===== src/rtl/nest_score_tally.sv =====
// nest_score_tally: per-nest delivered-sugar scoreboard fed by the ant array.
// Rising edges of drop_sugar are latched into a pending mask. A round-robin
// arbiter serves one pending ant per clock and credits that ant's home nest
// with a saturating +1. Totals and the leading nest are registered from the
// score registers, so they trail the scores by one cycle.
module nest_score_tally #(
  parameter int ANT_num       = 16,
  parameter int ANT_num_bits  = 4,
  parameter int NEST_num      = 2,
  parameter int NEST_num_bits = 1,
  parameter int SCORE_bits    = 12
) (
  input  logic                                   clk,
  input  logic                                   RESET_SIM,
  input  logic                                   RUN,
  input  logic                                   clear_scores,
  input  logic [ANT_num-1:0]                     drop_sugar,
  input  logic [ANT_num-1:0][NEST_num_bits-1:0]  ant_nest_id,
  output logic [NEST_num-1:0][SCORE_bits-1:0]    score,
  output logic [SCORE_bits+NEST_num_bits-1:0]    total_score,
  output logic [NEST_num_bits-1:0]               leader_id,
  output logic                                   event_valid,
  output logic [NEST_num_bits-1:0]               event_nest,
  output logic [SCORE_bits-1:0]                  lost_count,
  output logic                                   pending_any
);

  localparam int TOTAL_bits = SCORE_bits + NEST_num_bits;
  localparam logic [SCORE_bits-1:0] SCORE_MAX = '1;

  // State registers
  logic [ANT_num-1:0]                  prevDrop_q;
  logic [ANT_num-1:0]                  pending_q,    pending_d;
  logic [ANT_num_bits-1:0]             arbPtr_q,     arbPtr_d;
  logic [NEST_num-1:0][SCORE_bits-1:0] score_q,      score_d;
  logic [TOTAL_bits-1:0]               totalScore_q, totalScore_d;
  logic [NEST_num_bits-1:0]            leaderId_q,   leaderId_d;
  logic                                eventValid_q, eventValid_d;
  logic [NEST_num_bits-1:0]            eventNest_q,  eventNest_d;
  logic [SCORE_bits-1:0]               lostCount_q,  lostCount_d;

  // Combinational helpers
  logic [ANT_num-1:0]        dropEvent;
  logic [ANT_num-1:0]        overrunVec;
  logic [ANT_num_bits:0]     overrunCnt;
  logic [SCORE_bits:0]       lostSum;
  logic [ANT_num-1:0]        grantMask;
  logic                      grantValid;
  logic [ANT_num_bits-1:0]   grantIdx;
  logic [ANT_num_bits-1:0]   candIdx;
  logic [NEST_num_bits-1:0]  grantNest;
  logic                      grantNestOk;
  logic [SCORE_bits-1:0]     bestScore;

  // Round-robin search for the first pending ant starting at the pointer; frozen while RUN is low
  always_comb begin
    grantValid = 1'b0;
    grantIdx   = '0;
    grantMask  = '0;
    candIdx    = '0;
    if (RUN) begin
      for (int k = 0; k < ANT_num; k++) begin
        candIdx = ANT_num_bits'((int'(arbPtr_q) + k) % ANT_num);
        if (!grantValid && pending_q[candIdx]) begin
          grantValid = 1'b1;
          grantIdx   = candIdx;
        end
      end
      if (grantValid) begin
        grantMask[grantIdx] = 1'b1;
      end
    end
  end

  // Edge capture into the pending mask, counting re-triggers of an ant that is still waiting
  always_comb begin
    dropEvent  = drop_sugar & ~prevDrop_q & {ANT_num{RUN}};
    overrunVec = dropEvent & pending_q & ~grantMask;
    pending_d  = (pending_q & ~grantMask) | dropEvent;
    overrunCnt = '0;
    for (int i = 0; i < ANT_num; i++) begin
      overrunCnt = overrunCnt + (ANT_num_bits+1)'(overrunVec[i]);
    end
    lostSum = {1'b0, lostCount_q} + (SCORE_bits+1)'(overrunCnt);
    if (lostSum[SCORE_bits]) begin
      lostCount_d = SCORE_MAX;
    end else begin
      lostCount_d = lostSum[SCORE_bits-1:0];
    end
  end

  // Pointer moves just past the granted ant so every ant gets its turn
  always_comb begin
    arbPtr_d = arbPtr_q;
    if (grantValid) begin
      arbPtr_d = ANT_num_bits'((int'(grantIdx) + 1) % ANT_num);
    end
  end

  // Credit the granted ant's nest as sampled now; ids outside the nest range are silently consumed
  always_comb begin
    grantNest    = ant_nest_id[grantIdx];
    grantNestOk  = ({1'b0, grantNest} < (NEST_num_bits+1)'(NEST_num));
    score_d      = score_q;
    eventValid_d = 1'b0;
    eventNest_d  = eventNest_q;
    if (grantValid && grantNestOk) begin
      eventValid_d = 1'b1;
      eventNest_d  = grantNest;
      for (int n = 0; n < NEST_num; n++) begin
        if ((NEST_num_bits'(n) == grantNest) && (score_q[n] != SCORE_MAX)) begin
          score_d[n] = score_q[n] + SCORE_bits'(1);
        end
      end
    end
  end

  // Exact total and leader from the current scores; strict compare keeps ties on the lowest id
  always_comb begin
    totalScore_d = '0;
    bestScore    = score_q[0];
    leaderId_d   = '0;
    for (int n = 0; n < NEST_num; n++) begin
      totalScore_d = totalScore_d + TOTAL_bits'(score_q[n]);
    end
    for (int n = 1; n < NEST_num; n++) begin
      if (score_q[n] > bestScore) begin
        bestScore  = score_q[n];
        leaderId_d = NEST_num_bits'(n);
      end
    end
  end

  // Register update: reset wipes everything, clear keeps the arbiter pointer, otherwise advance
  always_ff @(posedge clk) begin
    if (RESET_SIM) begin
      prevDrop_q   <= '0;
      pending_q    <= '0;
      arbPtr_q     <= '0;
      score_q      <= '0;
      totalScore_q <= '0;
      leaderId_q   <= '0;
      eventValid_q <= 1'b0;
      eventNest_q  <= '0;
      lostCount_q  <= '0;
    end else if (clear_scores) begin
      prevDrop_q   <= '0;
      pending_q    <= '0;
      score_q      <= '0;
      totalScore_q <= '0;
      leaderId_q   <= '0;
      eventValid_q <= 1'b0;
      eventNest_q  <= '0;
      lostCount_q  <= '0;
    end else begin
      prevDrop_q   <= drop_sugar;
      pending_q    <= pending_d;
      arbPtr_q     <= arbPtr_d;
      score_q      <= score_d;
      totalScore_q <= totalScore_d;
      leaderId_q   <= leaderId_d;
      eventValid_q <= eventValid_d;
      eventNest_q  <= eventNest_d;
      lostCount_q  <= lostCount_d;
    end
  end

  assign score       = score_q;
  assign total_score = totalScore_q;
  assign leader_id   = leaderId_q;
  assign event_valid = eventValid_q;
  assign event_nest  = eventNest_q;
  assign lost_count  = lostCount_q;
  assign pending_any = |pending_q;

endmodule


===== config.mk =====
export PLATFORM = sky130hd
export DESIGN_NAME = nest_score_tally
export DESIGN_NICKNAME = d
export VERILOG_FILES = /design/src/rtl/nest_score_tally.sv
export SDC_FILE = /design/constraint.sdc
export NUM_CORES = 1
export LEC_CHECK = 0
export CORE_UTILIZATION = 51
export CTS_CLUSTER_DIAMETER = 80
export DETAILED_ROUTE_END_ITERATION = 8
export PLACE_DENSITY = 0.77
export SLEW_MARGIN = 10
export SYNTH_ARGS = -nofsm -noshare
export SYNTH_HDL_FRONTEND = slang
export SYNTH_SLANG_ARGS = --single-unit

===== constraint.sdc =====
create_clock -name clk -period 8.73 [get_ports clk]
set_input_delay 1.746 -clock clk [delete_from_list [all_inputs] [get_ports clk]]
set_output_delay 1.746 -clock clk [all_outputs]
set_load 0.02 [all_outputs]

==> impl_metrics.py, run 1 <==
metrics = {
    "timing": {
        "hold_viol_final": 0,
        "report.final.slew_viol_count": 0,
        "relSlewSlack_pct": 24.39,
        "whs_ns": 0.5000,
        "totalNegativeSetupSlack_ns": 0,
        "rsz0062_at_grt": "false",
        "skew_ns": 0.004985,
        "fin_crit_sh_pct": 96.76,
        "setup_viol": 0,
        "period_needed_ns": 8.447,
        "tightest_slew_ns": 1.128,
        "max_freq_mhz": 118.4,
    },
    "grt": {
        "grt_max_degree": 53,
        "grt.overflow.total": 0,
        "antenna_found_initial": 0,
        "grt_pass1_wl_um": 35390,
        "grt_pass1_vias": 6930,
        "track_usage_pct": 29.87,
    },
    "pwr": {
        "peakVddDrop_mv": 0.2160,
        "leakage_uw": 0.003616,
        "p_per_area_nw_per_um2": 307.5,
    },
    "critical_path": {
        "crit_fanout": 26,
        "path_class": "reg2reg",
        "critPathArrivalTime_ns": 8.63,
        "path_common_cell": "fa_1",
        "slowest_stage": "mux4_2",
        "critPathMaxStageDelay_ns": 0.54,
        "startpoint": "arbPtr_q[0]",
        "r2r_start": "arbPtr_q[0]",
        "crit_path_end_kind": "flip-flop",
        "start_kind": "flip-flop",
        "required_ns": 8.91,
    },
    "layout": {
        "design_area_um2": 9136,
        "nNetsFinal": 1062,
        "areaGrowthSynthToFinish_pct": 21.66,
        "n_antenna_cell": 0,
        "final_core_util_pct": 64.81,
        "drive_gt1_share_pct": 12.51,
        "nFillCells": 1195,
        "fin_cells": 1155,
    },
    "detailed_routing": {
        "wl_um": 21830,
        "vias_per_cell": 6.257,
        "route.detailed.drc": 0,
        "vias": 7227,
        "wl_per_cell_um": 18.90,
        "drt-pass1-iter-count": 5,
        "ant_nets": 0,
        "drt_iter0_drc": 580,
    },
    "run": {
        "max-cap-violations": 0,
    },
    "die": {
        "dieHeight_um": 123.3,
        "dieArea_um2": 15210,
        "ioPinCount": 89,
        "rows": 43,
        "start_util_pct": 53.28,
        "coreArea_um2": 14100,
        "die_x_um": 123.3,
    },
    "clock_network": {
        "clock-sinks": 88,
        "cts_root_buffer": "clkbuf_16",
        "clk_pin_slew_ns": 0.06,
        "cts_buffers": 9,
        "clock_latency_ns": 0.34,
        "tritoncts": "done",
        "cts.hold.buffers_added": 0,
        "cts.path.max_buffers": 2,
        "h-tree-depth": 3,
    },
    "place": {
        "gp_congestion": 0.9751,
        "postPlaceCellArea_um2": 8688,
        "portBuffers": 88,
        "dpl.cell_count": 1140,
        "place_hpwl_um": 16210,
    },
    "yosys": {
        "ys_ff_latch": 88,
        "yosysSeqAreaShare_pct": 23.46,
        "synth_area_leaders": "dfxtp_1 23%, ha_1 7.0%, mux2i_1 6.4%",
        "synth.area.mux_share_pct": 16.84,
        "synth_adder_area_share_pct": 10.46,
        "synth-xor-area-share_pct": 3.266,
        "syn-instance-count": 880,
        "syn_area_per_cell_um2": 8.534,
        "synth_compound_area_share_pct": 18.39,
        "synth_edf_count": 0,
        "post-synth-top-count-cell": "dfxtp_1",
        "synth_top_family_by_area": "simple AND/OR/NAND/NOR gates",
        "synth_cell_types": 84,
        "synth-warning-count": 0,
        "netlist.area_leader.share_pct": 23.46,
        "yosys.area_share.simple_pct": 22.51,
        "synthArstFlopShare_pct": 0,
        "synth_nets": 971,
        "synthTopCellsByCount": "88 x dfxtp_1, 69 x nand2_1, 63 x a21oi_1",
        "yosysTopAreaCell": "dfxtp_1",
        "synth_flop_cell": "dfxtp_1",
        "synth_area_um2": 7510,
    },
    "status": {
        "status": "completed",
    },
    "worst_hold_path": {
        "worstHoldPathType": "reg2reg",
        "hp-start": "event_nest",
    },
}
area by class of cell:
| cell class | instances | area (um^2) | area share [%] |
|---|---|---|---|
| Multi-Input combinational cell | 704 | 5463 | 59.79 |
| Timing Repair Buffer | 122 | 1156 | 12.65 |
| Sequential cell | 88 | 1762 | 19.28 |
| Tap cell | 180 | 225.2 | 2.465 |
| Clock buffer | 9 | 225.2 | 2.465 |
| Inverter | 46 | 172.7 | 1.890 |
| Clock inverter | 6 | 132.6 | 1.452 |
path summary, 6_finish.rpt:
kind	slack (ns)	cells past startpoint	end
worst max register to register	0.28	29	lost_count[11]
worst max-delay path	0.28	29	lost_count[11]
worst min-delay path	0.50	2	event_nest
worst min register to register	0.50	2	event_nest
state kept, by name, indices dropped and copies added (netlist names):
name         flops
score           24
prevDrop_q      16
lost_count      12
event_valid      1
pending_q       16
event_nest       1
leader_id        1
total_score     13
arbPtr_q         4
layout by cell type (no fill, tap or decap), types with 11 or more instances in the layout:
| master | n |
|---|---|
| clkdlybuf4s50_1 | 88 |
| nor3_1 | 25 |
| mux2_1 | 14 |
| nor2_1 | 55 |
| inv_1 | 44 |
| mux2i_1 | 46 |
| dfxtp_1 | 88 |
| nor2b_1 | 12 |
| and3_1 | 12 |
| mux2_2 | 13 |
| xnor2_1 | 19 |
| nand3b_1 | 18 |
| nand3_1 | 21 |
| nand2_1 | 69 |
| and2_1 | 24 |
| mux4_2 | 20 |
| nand4_1 | 11 |
| fa_1 | 12 |
| buf_4 | 31 |
| or2_2 | 12 |
| o21ai_0 | 35 |
| ha_1 | 41 |
| a21oi_1 | 62 |
| or3_1 | 21 |
| a31oi_1 | 11 |
cells by family after synthesis:
kind of cell / count (synthesis)
and+or+nand+nor: 317
AOI/OAI and AO/OA: 207
muxes: 97
buffers and inverters: 88
DFF: 88
adders and majority gates: 55
xor gates and xnor gates: 28
metal layers:
| layer | GRT usage (%) | vias up | share of wire (%) |
|---|---|---|---|
| met5 | 0 | - | 0 |
| met4 | 13.86 | 0 | 3.3 |
| met3 | 4.197 | 53 | 5.3 |
| met2 | 51.29 | 273 | 49 |
| met1 | 36.85 | 3470 | 42 |
| li1 | - | 3431 | - |
worst max-delay path: cells and delay by family, from the launching register on:
kind            cells  cell delay (ns)
fa+ha+maj           7             3.14
buf+inv             6             0.60
simple gates        7             1.50
mux                 3             1.22
flops               1             0.36
compound gates      6             1.46
power breakdown:
part           switching [uW]  internal (uW)  leakage [uW]
Combinational            1140            764       0.00273
Sequential               24.3            420      0.000714
Clock                     157            306      0.000171
Total                    1320           1490       0.00362
timing repair:
action	4_1_cts	5_1_grt
resized for setup	0	20
endpoints found under the setup margin	0	12
buffers inserted	0	0
metrics by stage:
stage          setup WS (ns)  total power, uW
2_1_floorplan        0.05427             1760
3_3_place_gp          0.2530             2244
3_5_place_dp          0.1454             2249
4_1_cts               0.1409             2723
5_1_grt             0.007491             2972
6_report              0.2825             2809
Note: power is estimated with default switching activity, not from simulation.
==> run 2, diff against run 1 <==
Settings changed: PLACE_DENSITY 0.77 to 0.75.
==> impl_metrics.py, run 2 (synthesized netlist as in run 1, its figures left out) <==
metrics = {
    "layout": {
        "areaGrowthSynthToFinish_pct": 21.99,
        "drive_gt1_share_pct": 13.46,
        "nNetsFinal": 1068,
        "final_cell_mix": "88 x dfxtp_1, 88 x clkdlybuf4s50_1, 68 x nand2_1",
        "largest_reg_flops": 24,
        "design_area_um2": 9161,
        "nFillCells": 1202,
        "n_antenna_cell": 0,
    },
    "run": {
        "max-cap-violations": 0,
    },
    "worst_hold_path": {
        "worstHoldPathType": "reg2reg",
    },
    "die": {
        "rows": 43,
        "dieArea_um2": 15210,
        "start_util_pct": 53.28,
        "coreArea_um2": 14100,
        "die_x_um": 123.3,
        "ioPinCount": 89,
        "dieHeight_um": 123.3,
    },
    "clock_network": {
        "tritoncts": "done",
        "h-tree-depth": 3,
        "clk_pin_slew_ns": 0.06,
        "cts.hold.buffers_added": 0,
        "clock-sinks": 88,
        "clock_latency_ns": 0.34,
        "cts_buffers": 9,
        "cts_root_buffer": "clkbuf_16",
        "cts.path.max_buffers": 2,
    },
    "critical_path": {
        "required_ns": 8.92,
        "path_class": "reg2reg",
        "slowest_stage": "mux4_2",
        "path_common_cell": "fa_1",
        "start_kind": "flip-flop",
        "critPathMaxStageDelay_ns": 0.56,
        "critPathArrivalTime_ns": 8.56,
        "crit_buf_inv": 5,
        "crit_path_end_kind": "flip-flop",
        "crit_fanout": 13,
        "critPathTopFamily": "adder cells",
    },
    "detailed_routing": {
        "wl_um": 22190,
        "ant_nets": 0,
        "vias_per_cell": 6.198,
        "drt-pass1-iter-count": 5,
        "vias": 7196,
        "wl_per_cell_um": 19.11,
        "drt_iter0_drc": 548,
        "route.detailed.drc": 0,
    },
    "timing": {
        "relSlewSlack_pct": 30.32,
        "max_freq_mhz": 119.5,
        "setup_viol": 0,
        "fin_crit_sh_pct": 95.88,
        "report.final.slew_viol_count": 0,
        "whs_ns": 0.5193,
        "totalNegativeSetupSlack_ns": 0,
        "skew_ns": 0.007762,
        "tightest_slew_ns": 1.045,
        "hold_viol_final": 0,
        "period_needed_ns": 8.370,
    },
    "grt": {
        "grt_pass1_wl_um": 35340,
        "antenna_found_initial": 0,
        "grt.overflow.total": 0,
        "grt_pass1_vias": 6683,
        "track_usage_pct": 29.97,
        "grt_max_degree": 53,
    },
    "pwr": {
        "finalPower_uw": 2852,
        "leakage_uw": 0.003617,
        "peakVddDrop_mv": 0.1924,
        "p_per_area_nw_per_um2": 311.3,
    },
    "place": {
        "gp_congestion": 0.9886,
        "postPlaceCellArea_um2": 8723,
        "place_hpwl_um": 16550,
        "portBuffers": 88,
    },
    "status": {
        "status": "completed",
    },
}
[run 2: cell count changes in the layout (fill, tap and decap cells not counted), moves of 2 or more]
| cell | before | now |
|---|---|---|
| a2111oi_1 | 2 | 0 |
| buf_4 | 31 | 36 |
| bufinv_16 | 4 | 2 |
| inv_6 | 0 | 2 |
| mux2i_1 | 46 | 44 |
| mux2i_2 | 1 | 4 |
[run 2: worst paths after layout]
kind	slack, ns	startpoint	end	cells past startpoint
worst max-delay path	0.36	arbPtr_q[0]	lost_count[11]	28
worst min-delay path	0.52	prevDrop_q[3]	pending_q[3]	2
worst max register to register	0.36	arbPtr_q[0]	lost_count[11]	28
worst min register to register	0.52	prevDrop_q[3]	pending_q[3]	2
[run 2: final cells by class]
type	count	area, um^2	share of cell area [%]
clock buffers	9	225.2	2.458
clock inverters	6	92.59	1.011
inverters	46	172.7	1.885
multi-input cells	704	5465	59.66
flip-flops and latches	88	1762	19.23
well taps	180	225.2	2.458
repair buffers	128	1219	13.30
[run 2: metal layers]
layer / routed length, um / track usage [%] / up-vias
met5: 0 / 0 / -
met4: 668 / 10.17 / 0
met3: 1430 / 3.828 / 55
met2: 10880 / 51.36 / 272
met1: 9213 / 38.70 / 3432
li1: - / - / 3437
[run 2: power by group]
group	internal, uW	switching [uW]	total, uW
clock	251	164	415
combinational	815	1180	1990
sequential	420	23.9	444
total	1490	1370	2850
[run 2: worst register-to-register path: cells and delay by family (launching register included)]
family                     cells  cell delay [ns]
DFF                            1             0.36
and+or+nand+nor                7             1.59
AOI/OAI and AO/OA              6             1.43
muxes                          3             1.20
buffers and inverters          5             0.39
adders and majority gates      7             3.27
[run 2: what timing repair did]
item | 4_1_cts | 5_1_grt
resized for setup | 0 | 20
endpoints found under the setup margin | 0 | 12
setup buffers | 0 | 2
[run 2: through the flow]
step                util, %  std cells  worst slack [ns]
floorplan                 -        880           0.05427
global placement      61.89       1143            0.2782
finish                64.99       1161            0.3599
detailed placement    61.89       1143            0.2055
global route          64.99       1161          -0.01457
CTS                   64.14       1158            0.1489
